## config.mk

```make
export PLATFORM = sky130hd
export DESIGN_NAME = cdb_arbiter
export DESIGN_NICKNAME = d
export VERILOG_FILES = /design/src/rtl/cdb_arbiter.sv
export SDC_FILE = /design/constraint.sdc
export NUM_CORES = 1
export LEC_CHECK = 0
export ABC_AREA = 1
export BUFFER_PORTS_ARGS = -buffer_cell sky130_fd_sc_hd__buf_2
export CAP_MARGIN = 20
export CORE_AREA = 3 3 168 170
export CTS_BUF_LIST = sky130_fd_sc_hd__clkbuf_4
export CTS_CLUSTER_DIAMETER = 150
export DETAILED_ROUTE_END_ITERATION = 6
export DIE_AREA = 0 0 171 173
export PLACE_DENSITY_LB_ADDON = 0.2
export SETUP_SLACK_MARGIN = 0.02
export SLEW_MARGIN = 40
export SYNTH_ARGS = -nofsm -noshare
export SYNTH_HDL_FRONTEND = slang
export SYNTH_SLANG_ARGS = --single-unit
```

## constraint.sdc

```tcl
create_clock -name in_clock -period 3.75 [get_ports in_clock]
set_input_delay 0.75 -clock in_clock [delete_from_list [all_inputs] [get_ports in_clock]]
set_output_delay 0.75 -clock in_clock [all_outputs]
set_load 0.05 [all_outputs]
```

## src/rtl/cdb_arbiter.sv

```systemverilog
// Common-data-bus arbiter: per-station result FIFOs feeding one round-robin granted CDB.
// Optional build macro CDB_ARB_PRIO_EN gives source 1 (MUL) fixed priority over the rotation.
module cdb_arbiter #(
    parameter int unsigned N_SRC      = 3,
    parameter int unsigned FIFO_DEPTH = 2,
    parameter int unsigned TAG_W      = 6,
    parameter int unsigned DATA_W     = 32
) (
    input  logic                       in_clock,
    input  logic                       in_reset,
    input  logic                       in_flush,
    input  logic [N_SRC-1:0]           in_src_valid,
    input  logic [N_SRC*TAG_W-1:0]     in_src_tag,
    input  logic [N_SRC*DATA_W-1:0]    in_src_data,
    output logic [N_SRC-1:0]           out_src_ready,
    output logic                       out_CDB_is_cast,
    output logic [TAG_W-1:0]           out_CDB_tag,
    output logic [DATA_W-1:0]          out_CDB_data,
    output logic [$clog2(N_SRC)-1:0]   out_CDB_src,
    output logic                       out_drop
);

    localparam int unsigned PTR_W = $clog2(FIFO_DEPTH);
    localparam int unsigned CNT_W = $clog2(FIFO_DEPTH + 1);
    localparam int unsigned SRC_W = $clog2(N_SRC);
    localparam int unsigned ENT_W = TAG_W + DATA_W;
    localparam logic [TAG_W-1:0] TAG_INVALID = '1;
`ifdef CDB_ARB_PRIO_EN
    localparam int unsigned PRIO_SRC = 1;
`endif

    logic [ENT_W-1:0]  mem_q    [N_SRC][FIFO_DEPTH];
    logic [PTR_W-1:0]  wr_ptr_q [N_SRC];
    logic [PTR_W-1:0]  wr_ptr_d [N_SRC];
    logic [PTR_W-1:0]  rd_ptr_q [N_SRC];
    logic [PTR_W-1:0]  rd_ptr_d [N_SRC];
    logic [CNT_W-1:0]  cnt_q    [N_SRC];
    logic [CNT_W-1:0]  cnt_d    [N_SRC];
    logic [SRC_W-1:0]  rr_q, rr_d;

    logic              cast_q, cast_d;
    logic [TAG_W-1:0]  tag_q, tag_d;
    logic [DATA_W-1:0] data_q, data_d;
    logic [SRC_W-1:0]  src_q, src_d;
    logic              drop_q, drop_d;

    logic [N_SRC-1:0]  full, nonempty, accept, push, pop, offer_invalid;
    logic              grant_vld;
    logic [SRC_W-1:0]  grant_idx;
    logic [SRC_W-1:0]  cand_idx;
    logic [ENT_W-1:0]  head_ent;

    // Ready is a function of the registered count only, so a full FIFO stays
    // not-ready even in the cycle its head is being granted.
    always_comb begin
        full          = '0;
        nonempty      = '0;
        accept        = '0;
        push          = '0;
        offer_invalid = '0;
        out_src_ready = '0;
        for (int unsigned k = 0; k < N_SRC; k++) begin
            full[k]          = (cnt_q[k] == CNT_W'(FIFO_DEPTH));
            nonempty[k]      = (cnt_q[k] != '0);
            out_src_ready[k] = !full[k] && !in_reset;
            accept[k]        = in_src_valid[k] && out_src_ready[k];
            offer_invalid[k] = accept[k] && (in_src_tag[k*TAG_W +: TAG_W] == TAG_INVALID);
            push[k]          = accept[k] && !in_flush && !offer_invalid[k];
        end
    end

`ifdef CDB_ARB_PRIO_EN
    always_comb begin
        grant_vld = 1'b0;
        grant_idx = '0;
        cand_idx  = '0;
        if (nonempty[PRIO_SRC]) begin
            grant_vld = 1'b1;
            grant_idx = SRC_W'(PRIO_SRC);
        end else begin
            for (int unsigned i = 0; i < N_SRC; i++) begin
                cand_idx = SRC_W'((32'(rr_q) + i) % N_SRC);
                if (!grant_vld && nonempty[cand_idx] && (cand_idx != SRC_W'(PRIO_SRC))) begin
                    grant_vld = 1'b1;
                    grant_idx = cand_idx;
                end
            end
        end
    end
`else
    always_comb begin
        grant_vld = 1'b0;
        grant_idx = '0;
        cand_idx  = '0;
        for (int unsigned i = 0; i < N_SRC; i++) begin
            cand_idx = SRC_W'((32'(rr_q) + i) % N_SRC);
            if (!grant_vld && nonempty[cand_idx]) begin
                grant_vld = 1'b1;
                grant_idx = cand_idx;
            end
        end
    end
`endif

    assign head_ent = mem_q[grant_idx][rd_ptr_q[grant_idx]];

    always_comb begin
        pop    = '0;
        rr_d   = rr_q;
        cast_d = 1'b0;
        tag_d  = tag_q;
        data_d = data_q;
        src_d  = src_q;
        drop_d = (|offer_invalid) && !in_flush;
        for (int unsigned k = 0; k < N_SRC; k++) begin
            pop[k] = grant_vld && !in_flush && (grant_idx == SRC_W'(k));
        end
        if (grant_vld && !in_flush) begin
            cast_d = 1'b1;
            tag_d  = head_ent[ENT_W-1 -: TAG_W];
            data_d = head_ent[DATA_W-1:0];
            src_d  = grant_idx;
`ifdef CDB_ARB_PRIO_EN
            if (grant_idx != SRC_W'(PRIO_SRC))
`endif
                rr_d = (grant_idx == SRC_W'(N_SRC - 1)) ? '0 : grant_idx + 1'b1;
        end
        if (in_flush) begin
            rr_d = '0;
        end
    end

    always_comb begin
        for (int unsigned k = 0; k < N_SRC; k++) begin
            wr_ptr_d[k] = wr_ptr_q[k];
            rd_ptr_d[k] = rd_ptr_q[k];
            cnt_d[k]    = cnt_q[k];
            if (in_flush) begin
                wr_ptr_d[k] = '0;
                rd_ptr_d[k] = '0;
                cnt_d[k]    = '0;
            end else begin
                if (push[k]) wr_ptr_d[k] = wr_ptr_q[k] + 1'b1;
                if (pop[k])  rd_ptr_d[k] = rd_ptr_q[k] + 1'b1;
                cnt_d[k] = cnt_q[k] + CNT_W'(push[k]) - CNT_W'(pop[k]);
            end
        end
    end

    always_ff @(posedge in_clock) begin
        if (in_reset) begin
            for (int unsigned k = 0; k < N_SRC; k++) begin
                wr_ptr_q[k] <= '0;
                rd_ptr_q[k] <= '0;
                cnt_q[k]    <= '0;
            end
            rr_q   <= '0;
            cast_q <= 1'b0;
            tag_q  <= '0;
            data_q <= '0;
            src_q  <= '0;
            drop_q <= 1'b0;
        end else begin
            for (int unsigned k = 0; k < N_SRC; k++) begin
                wr_ptr_q[k] <= wr_ptr_d[k];
                rd_ptr_q[k] <= rd_ptr_d[k];
                cnt_q[k]    <= cnt_d[k];
            end
            rr_q   <= rr_d;
            cast_q <= cast_d;
            tag_q  <= tag_d;
            data_q <= data_d;
            src_q  <= src_d;
            drop_q <= drop_d;
        end
    end

    always_ff @(posedge in_clock) begin
        for (int unsigned k = 0; k < N_SRC; k++) begin
            if (push[k]) begin
                mem_q[k][wr_ptr_q[k]] <= {in_src_tag[k*TAG_W +: TAG_W], in_src_data[k*DATA_W +: DATA_W]};
            end
        end
    end

    assign out_CDB_is_cast = cast_q;
    assign out_CDB_tag     = tag_q;
    assign out_CDB_data    = data_q;
    assign out_CDB_src     = src_q;
    assign out_drop        = drop_q;

endmodule

```

==> metrics, run 1 <==
drt wl/cell 17.14 um; CTS Hold Bufs 0; Slew headroom 57.26%; synth warn 0; Post-Syn Area per Cell 9.741 um^2; cts bufs inserted 77; R2R depth 16; initial antenna violation count 6; WHS Endpoint mem_q[0][22]; Startpoint Class register; total track usage 21.31%; Final min period 3.351 ns; critical path required time 4.35 ns; largest family of logic cells by synthesized area simple AND/OR/NAND/NOR gates; FP Rows 60; placed cell count 1701; Boundary Pins 165; Initial Util 44.76%; outcome finished, final reports clean; area of the multi-input gates 3420 um^2; first-pass GRT wire length 48270 um; largest net degree at the start of global routing 77; area delta synth->final 18.76%; die area 29580 um^2; min-delay src in_src_data[22]; cells after synthesis 1235; R2R Setup Slk 0.40 ns; root buffer cell clkbuf_4; Tcrit/Tclk final 89.37%; Post-CTS Setup Bufs 0; Post-Synth Adder-Cell Area 0.9360%; Hold Path Stages 1; Via-to-Cell Ratio 4.880; CTS sink count 284; H-tree depth 3; XOR/XNOR Fraction of Synth Area 0.2184%; die height 173 um; CTS tree yes; nets 1568; buffers added on ports 164; ANT nets after route 0; DR vias 9003; Core Box Area 26880 um^2; # resized after CTS 0; Pre-Repair DR Iteration Count 5; Starting DRT DRC Count 692; WP data arrival 3.96 ns; synth unique cells 28; Detail Placement HPWL 19600 um; final setup fails 0; Clock Latency Late Sink 0.68 ns; #FFs+latches synth 284; RSZ-0062 raised after global routing false; Residual DRC 0; Synth Area in Simple Gates 24.82%; fill cell count 2466; mux contribution to synthesized area 0%; register area 7968 um^2; Seq/Total Area, Yosys 66.23%; Hold Fails Final Rpt 0; post-synth net total 1364; complex-gate fraction of the synthesized area 1.893%; Final Skew 0.03665 ns; worst r2r dst out_CDB_data[17]; clock buffer depth 3; final core utilization 53.16%; grt ovf 0; Clock transition at path regs 0.07 ns; drt total wl 31620 um; Reg2Reg Launch Point rr_q[0]; setup TNS 0 ns; crit path max fanout 47; Max Slew Vio Count 0; Hold Path Class input port to register; Final Non-Filler Cells 1845; Crit. End Element register; WS Path Type register to register; Slew @ Worst Pin 0.6412 ns; vias in the first global route 8795; max-cap violations 0; layout cells sized above 1 22.97%; Post-Syn Area 12030 um^2; die width 171 um; f_max 298.4 MHz; global placer's final weighted congestion 0.8221
synth_stat cells, drive strengths merged:
| library cell | number | area share, % |
|---|---|---|
| or2 | 3 | 0.16 |
| nor3 | 4 | 0.21 |
| and2 | 3 | 0.16 |
| nand4 | 2 | 0.23 |
| edfxtp | 228 | 57 |
| a21oi | 34 | 1.4 |
| nand3 | 121 | 5.0 |
| inv | 97 | 3.0 |
| nand2 | 543 | 17 |
| nor2 | 56 | 1.8 |
| dfxtp | 56 | 9.3 |
| xnor2 | 3 | 0.22 |
| a211oi | 5 | 0.31 |
| ha | 9 | 0.94 |
| buf | 45 | 2.3 |
| o21ai | 4 | 0.17 |
| nand3b | 1 | 0.062 |
| and3 | 3 | 0.16 |
| clkbuf | 18 | 0.56 |
area by class of cell:
| class | instances | share of cell area [%] |
|---|---|---|
| multi-input combinational | 791 | 23.93 |
| antenna | 2 | 0.03503 |
| clock inverter | 21 | 0.9896 |
| clock buffer | 121 | 6.358 |
| timing repair buffer | 188 | 7.382 |
| sequential | 284 | 55.77 |
| inverter | 97 | 2.548 |
| tap | 341 | 2.986 |
metal layers:
metal | global-route usage, % | part of all wire, % | vias to the layer above | routed length [um]
met3 | 5.761 | 8.0 | 55 | 2530
met4 | 6.942 | 2.0 | 8 | 623
met5 | 0 | 0.18 | - | 57
met1 | 28.39 | 42 | 4108 | 13360
li1 | - | - | 4477 | -
met2 | 34.01 | 48 | 355 | 15050
worst max-delay path by stage:
stage | slack, ns | start | cells after the start | endpoint
detailed placement | 0.40 | rr_q[0] | 16 | out_CDB_data[15]
finish | 0.40 | rr_q[0] | 16 | out_CDB_data[17]
floorplan | 0.1 | in_reset | 7 | mem_q[1][0]
global route | 0.03 | rr_q[0] | 16 | out_CDB_tag[5]
global placement | 0.59 | rr_q[0] | 16 | out_CDB_data[7]
CTS | 0.40 | rr_q[0] | 16 | out_CDB_tag[2]
cell families (layout without fill, tap and decap cells):
kind of cell               after synthesis  in the layout
and+or+nand+nor                        736            736
DFF                                    284            284
buffers and inverters                  160            427
AOI/OAI and AO/OA                       43             43
adders and majority gates                9              9
xor gates and xnor gates                 3              3
other                                    0              2
metrics by stage:
step	setup WS, ns	instance area [um^2]	hold WS (ns)
2_1_floorplan	0.09999	12050	0.4217
5_1_grt	0.03178	14290	0.1820
3_3_place_gp	0.5943	13230	0.4377
4_1_cts	0.3950	14280	0.2006
6_report	0.3987	14290	0.2564
3_5_place_dp	0.4027	13230	0.4384
critical path, stage by stage, from the launching register on:
cell and delay, ns:
dfxtp_1 0.37, inv_1 0.08, ha_1 0.34, inv_1 0.13
nand2_1 0.09, nand3_1 0.11, nand2_1 0.13, nand4_1 0.17
nand2_4 0.33, inv_2 0.47, nand2_1 0.13, nand2_2 0.16
buf_4 0.45, nand2_1 0.11, nand3_1 0.09, nand2_1 0.06
inv_1 0.05
state kept, by name, indices dropped and copies added (netlist names):
signal / count
cnt_q: 6
out_CDB_is_cast: 1
out_drop: 1
out_CDB_data: 32
mem_q: 228
out_CDB_src: 2
rr_q: 2
wr_ptr_q: 3
rd_ptr_q: 3
out_CDB_tag: 6
layout by cell type, fill, tap and decap left out, types with 4 or more instances in the layout:
cell / instances
clkbuf_4: 121
nand2_2: 4
dfxtp_1: 56
ha_1: 9
a211oi_1: 5
nor2_1: 47
buf_4: 19
clkinv_1: 12
nand2_1: 537
edfxtp_1: 228
nor2_4: 7
nand3_1: 121
inv_1: 90
inv_2: 10
a21oi_1: 34
buf_12: 4
buf_2: 164
Power of run 1 is not shown: default switching activity piles up to over one toggle a cycle in this logic, so the estimate is an artifact.
==> inputs of run 2 (changes only) <==
Settings changed: BUFFER_PORTS_ARGS -buffer_cell sky130_fd_sc_hd__buf_2 to -buffer_cell sky130_fd_sc_hd__buf_4, RECOVER_POWER set to 50.
==> run 2 against run 1 <==
  * Global-route usage fell by 0.23 points
  * Critical path depth rose by 1
  * Maximum frequency rose by 0.11%
  * Sequential share of layout area rose by 0.39 points
  * Critical path type unchanged
  * Die area did not move
  * Wire length fell by 1.2%
  * First-iteration DRC count fell by 8.8%
  * Largest cell class unchanged
  * Clock skew rose by 0.022 ns
==> metrics, run 2 (synthesized netlist as in run 1, its figures left out) <==
outcome finished, final reports clean; Tcrit/Tclk final 89.27% (-0.10 points); H-tree depth 3 (unchanged); nets 1561 (-0.45%); Slowest-stage cell, CP buf_4; final core utilization 52.79% (-0.37 points); Worst path most repeated cell nand2_1; clock buffer depth 3 (unchanged); WP data arrival 3.95 ns (about the same); layout cells sized above 1 15.62% (-7.4 points); largest net degree at the start of global routing 77 (unchanged); Initial Util 44.76% (unchanged); CP startpoint rr_q[0]; Slew headroom 41.75% (-16 points); global placer's final weighted congestion 0.9025 (+9.8%); Starting DRT DRC Count 631 (-8.8%); die height 173 um (unchanged); grt ovf 0 (unchanged); Via-to-Cell Ratio 4.909 (+0.60%); f_max 298.7 MHz (+0.11%); die width 171 um (unchanged); crit path max fanout 66 (+40%); FP Rows 60 (unchanged); most frequent cells in the layout nand2_1, edfxtp_1, clkbuf_4; first-pass GRT wire length 47920 um (-0.71%); min-delay src in_src_data[27]; final setup fails 0 (unchanged); max FFs per register 228 (unchanged); Crit. End Element register; commonest non-fill, non-tap cell in the layout nand2_1; max incr delay on CP 0.61 ns (+0.14 ns); CTS Hold Bufs 0 (unchanged); crit-path cells inv_1, ha_1, inv_1, nand2_1, nand3_1, nand2_1, nand4_4, nand2_4, buf_4, nand2_1, nand2_1, nand2_1, nand2_1, nand2_1, nand3_1, nand2_1, inv_1; drt total wl 31250 um (-1.2%); ANT nets after route 0 (unchanged); root buffer cell clkbuf_4; setup TNS 0 ns (unchanged); initial antenna violation count 6 (unchanged); pre-CTS setup slack 0.4511 ns (+0.04841 ns); critical path required time 4.35 ns (about the same); Reg2Reg Launch Point rr_q[0]; Boundary Pins 165 (unchanged); WP buf/inv 4 (-1); DR vias 9008 (+0.056%); area delta synth->final 17.94%; WS Path Type register to register; Clock Latency Late Sink 0.68 ns (about the same); Residual DRC 0 (unchanged); Detail Placement HPWL 19130 um (-2.4%); setup ws final 0.4024 ns (+0.003741 ns); Post-CTS Setup Bufs 0 (unchanged); Final Skew 0.05869 ns (+0.02204 ns); Max Slew Vio Count 0 (unchanged); CTS tree yes; # resized after CTS 0 (unchanged); CTS sink count 284 (unchanged); cts bufs inserted 75 (-2.6%); drt wl/cell 17.03 um (-0.63%); worst hold slack 0.2781 ns (+0.02176 ns); die area 29580 um^2 (unchanged); buffers added on ports 164 (unchanged); Hold Fails Final Rpt 0 (unchanged); Clock transition at path regs 0.07 ns (about the same); Slew @ Worst Pin 0.8706 ns (+0.2294 ns); Startpoint Class register; max-cap violations 0 (unchanged); Hold Path Class input port to register; fill cell count 2556 (+3.6%); cell family with most CP delay simple AND/OR/NAND/NOR gates; Final min period 3.348 ns (-0.003741 ns); vias in the first global route 8771 (-0.27%); total track usage 21.08% (-0.23 points); R2R Setup Slk 0.40 ns (about the same); Pre-Repair DR Iteration Count 5 (unchanged); Core Box Area 26880 um^2 (unchanged); RSZ-0062 raised after global routing false
-- run 2: changes by cell type in the layout (fill, tap and decap cells not counted), moves of 3 or more --
cell,previous run,this run
nor2_1,47,50
nor2_4,7,4
clkbuf_4,121,160
buf_4,19,36
buf_2,164,0
clkbuf_1,0,99
-- run 2: final cells by class --
| cell class | instances | area [um^2] | share of cell area (%) |
|---|---|---|---|
| clock buffers | 117 | 878.3 | 6.190 |
| clock inverters | 20 | 98.84 | 0.6966 |
| multi-input cells | 791 | 3397 | 23.94 |
| well taps | 341 | 426.7 | 3.007 |
| repair buffers | 183 | 1051 | 7.407 |
| diodes | 2 | 5.005 | 0.03527 |
| inverters | 97 | 364.1 | 2.566 |
| flip-flops and latches | 284 | 7968 | 56.16 |
-- run 2: routing by layer --
| metal | part of all wire, % | vias up | GRT usage (%) |
|---|---|---|---|
| met3 | 8.1 | 80 | 5.190 |
| met5 | 0.17 | - | 0 |
| met4 | 3.2 | 8 | 9.490 |
| li1 | - | 4458 | - |
| met2 | 46 | 349 | 32.44 |
| met1 | 43 | 4113 | 28.33 |
-- run 2: worst paths after layout --
check	end	cells after the start
min	mem_q[0][27]	1
min reg2reg	rd_ptr_q[0]	1
max reg2reg	out_CDB_tag[0]	17
max	out_CDB_tag[0]	17
-- run 2: worst reg2reg max path: stages (launching register included) --
cell,delay [ns]
dfxtp_1,0.37
inv_1,0.07
ha_1,0.33
inv_1,0.10
nand2_1,0.10
nand3_1,0.09
nand2_1,0.15
nand4_4,0.44
nand2_4,0.36
buf_4,0.62
nand2_1,0.17
nand2_1,0.09
nand2_1,0.05
nand2_1,0.07
nand2_1,0.05
nand3_1,0.12
nand2_1,0.06
inv_1,0.05
-- run 2: metrics by stage --
stage,instance area [um^2],instances
after floorplan,12050,1235
after global placement,13580,1695
after detailed placement,13600,1696
after CTS,14570,1833
after global routing,14190,1835
final,14190,1835
Power of run 2 is left out for the same reason.
==> inputs of run 3 (changes only) <==
Settings changed: GPL_TIMING_DRIVEN set to 0.
==> run 3 against run 2 <==
  * Global-route usage rose by 1.5 points
  * Maximum frequency fell by 1.6%
  * Critical endpoint is now cnt_q[0][3]
  * Core utilization is 1.3 points higher
  * Sequential share of layout area down 1.4 points
  * First-iteration DRC count rose by 22%
  * Cell area rose by 2.5%
  * Cell count is 3.0% higher
==> metrics, run 3 (synthesized netlist as in run 1, its figures left out) <==
Boundary Pins 165 (unchanged); Tcrit/Tclk final 90.74% (+1.5 points); ANT nets after route 0 (unchanged); max-cap violations 0 (unchanged); max FFs per register 228 (unchanged); critical path required time 4.32 ns (-0.03 ns); crit path to cnt_q[0][3]; WS Path Type register to register; Reg2Reg Launch Point rr_q[0]; CTS tree yes; CTS Hold Bufs 0 (unchanged); Final Skew 0.06281 ns (+0.004123 ns); CP startpoint rr_q[0]; final setup fails 0 (unchanged); Hold Path Stages 1 (unchanged); most frequent cells in the layout nand2_1, edfxtp_1, clkbuf_4; RSZ-0062 raised after global routing false; root buffer cell clkbuf_4; clock buffer depth 3 (unchanged); Initial Util 44.76% (unchanged); Clock Latency Late Sink 0.69 ns (about the same); vias in the first global route 9296 (+6.0%); Startpoint Class register; outcome finished, final reports clean; fill cell count 2488 (-2.7%); Final min period 3.403 ns (+0.05517 ns); Residual DRC 0 (unchanged); commonest non-fill, non-tap cell in the layout nand2_1; worst r2r dst cnt_q[0][3]; DR vias 9337 (+3.7%); Hold Path Class input port to register; f_max 293.9 MHz (-1.6%); Slew @ Worst Pin 1.258 ns (+0.3878 ns); Max Slew Vio Count 0 (unchanged); Detail Placement HPWL 23280 um (+22%); Via-to-Cell Ratio 4.940 (+0.64%); R2R Setup Slk 0.35 ns (-0.06 ns); drt total wl 33830 um (+8.2%); area delta synth->final 20.90%; grt ovf 0 (unchanged); R2R depth 20 (+3); total track usage 22.55% (+1.5 points); die area 29580 um^2 (unchanged); worst hold slack 0.2657 ns (-0.01240 ns); Slew headroom 15.80% (-26 points); Hold Fails Final Rpt 0 (unchanged); CTS sink count 284 (unchanged); Starting DRT DRC Count 768 (+22%); crit path max fanout 10 (-85%); initial antenna violation count 3 (-3); Core Box Area 26880 um^2 (unchanged); FP Rows 60 (unchanged); cts bufs inserted 75 (unchanged); nets 1616 (+3.5%); die height 173 um (unchanged); WP data arrival 3.97 ns (+0.02 ns); drt wl/cell 17.90 um (+5.1%); Crit. End Element register; Pre-Repair DR Iteration Count 5 (unchanged); area of the multi-input gates 3377 um^2 (-0.59%); layout cells sized above 1 15.77% (+0.16 points); global placer's final weighted congestion 0.8636 (-4.3%); buffers added on ports 163 (-0.61%); H-tree depth 3 (unchanged); Clock transition at path regs 0.06 ns (about the same); largest net degree at the start of global routing 18 (-77%); die width 171 um (unchanged); first-pass GRT wire length 50480 um (+5.3%); register area 7968 um^2 (unchanged)
[run 3: cell types whose count changed in the layout (fill, tap and decap cells not counted), moves of 6 or more]
cell	previous run	this run
clkbuf_1	99	132
buf_2	0	28
buf_4	36	20
clkbuf_4	160	150
buf_16	0	9
clkinv_1	12	18
[run 3: worst max-delay path, cell delays in order, from the launching register on]
cell,delay (ns)
dfxtp_1,0.36
inv_1,0.08
ha_1,0.36
inv_1,0.11
nand2_1,0.09
nand3_1,0.08
nand2_1,0.15
nand4_4,0.19
nand2_2,0.18
buf_4,0.23
buf_6,0.19
inv_2,0.05
nor2_1,0.08
nand2_1,0.14
inv_1,0.10
ha_1,0.23
inv_1,0.06
ha_1,0.14
xnor2_1,0.07
or2_2,0.28
a21oi_1,0.14
[run 3: layout make-up]
type | count | area share (%)
inverters | 97 | 2.503
flip-flops and latches | 284 | 54.78
repair buffers | 175 | 7.484
plain buffers | 63 | 2.383
clock inverters | 24 | 0.8344
clock buffers | 113 | 5.832
well taps | 341 | 2.933
multi-input cells | 791 | 23.22
diodes | 2 | 0.03441
[run 3: stage by stage]
step	worst slack, ns	util, %	setup TNS [ns]	instances	instance area (um^2)
finish	0.3472	54.12	0	1890	14550
global route	0.08478	54.12	0	1890	14550
CTS	0.3572	55.77	0	1888	14990
detailed placement	0.3807	52.16	0	1751	14020
global placement	-0.4980	50.96	-107.22	1739	13700
floorplan	0.09999	-	0	1235	12050
[run 3: timing repair]
action | CTS | global route
setup endpoints to repair | 0 | 1
resized for setup | 0 | 1
buffers inserted | 0 | 0
[run 3: layer usage]
layer | track usage, % | wire [um] | part of all wire, %
met1 | 30.07 | 14380 | 43
met2 | 36.71 | 16120 | 48
met3 | 4.755 | 2606 | 7.7
met4 | 7.746 | 702 | 2.1
met5 | 0 | 13 | 0.038
[run 3: worst min path at each step]
stage	start	end	slack (ns)
2_1_floorplan	rd_ptr_q[0]	rd_ptr_q[0]	0.42
4_1_cts	in_src_data[44]	mem_q[1][12]	0.19
3_5_place_dp	rd_ptr_q[0]	rd_ptr_q[0]	0.45
6_report	in_src_data[44]	mem_q[1][12]	0.27
5_1_grt	in_src_data[44]	mem_q[1][50]	0.21
3_3_place_gp	rd_ptr_q[0]	rd_ptr_q[0]	0.44
Power of run 3 is left out for the same reason.
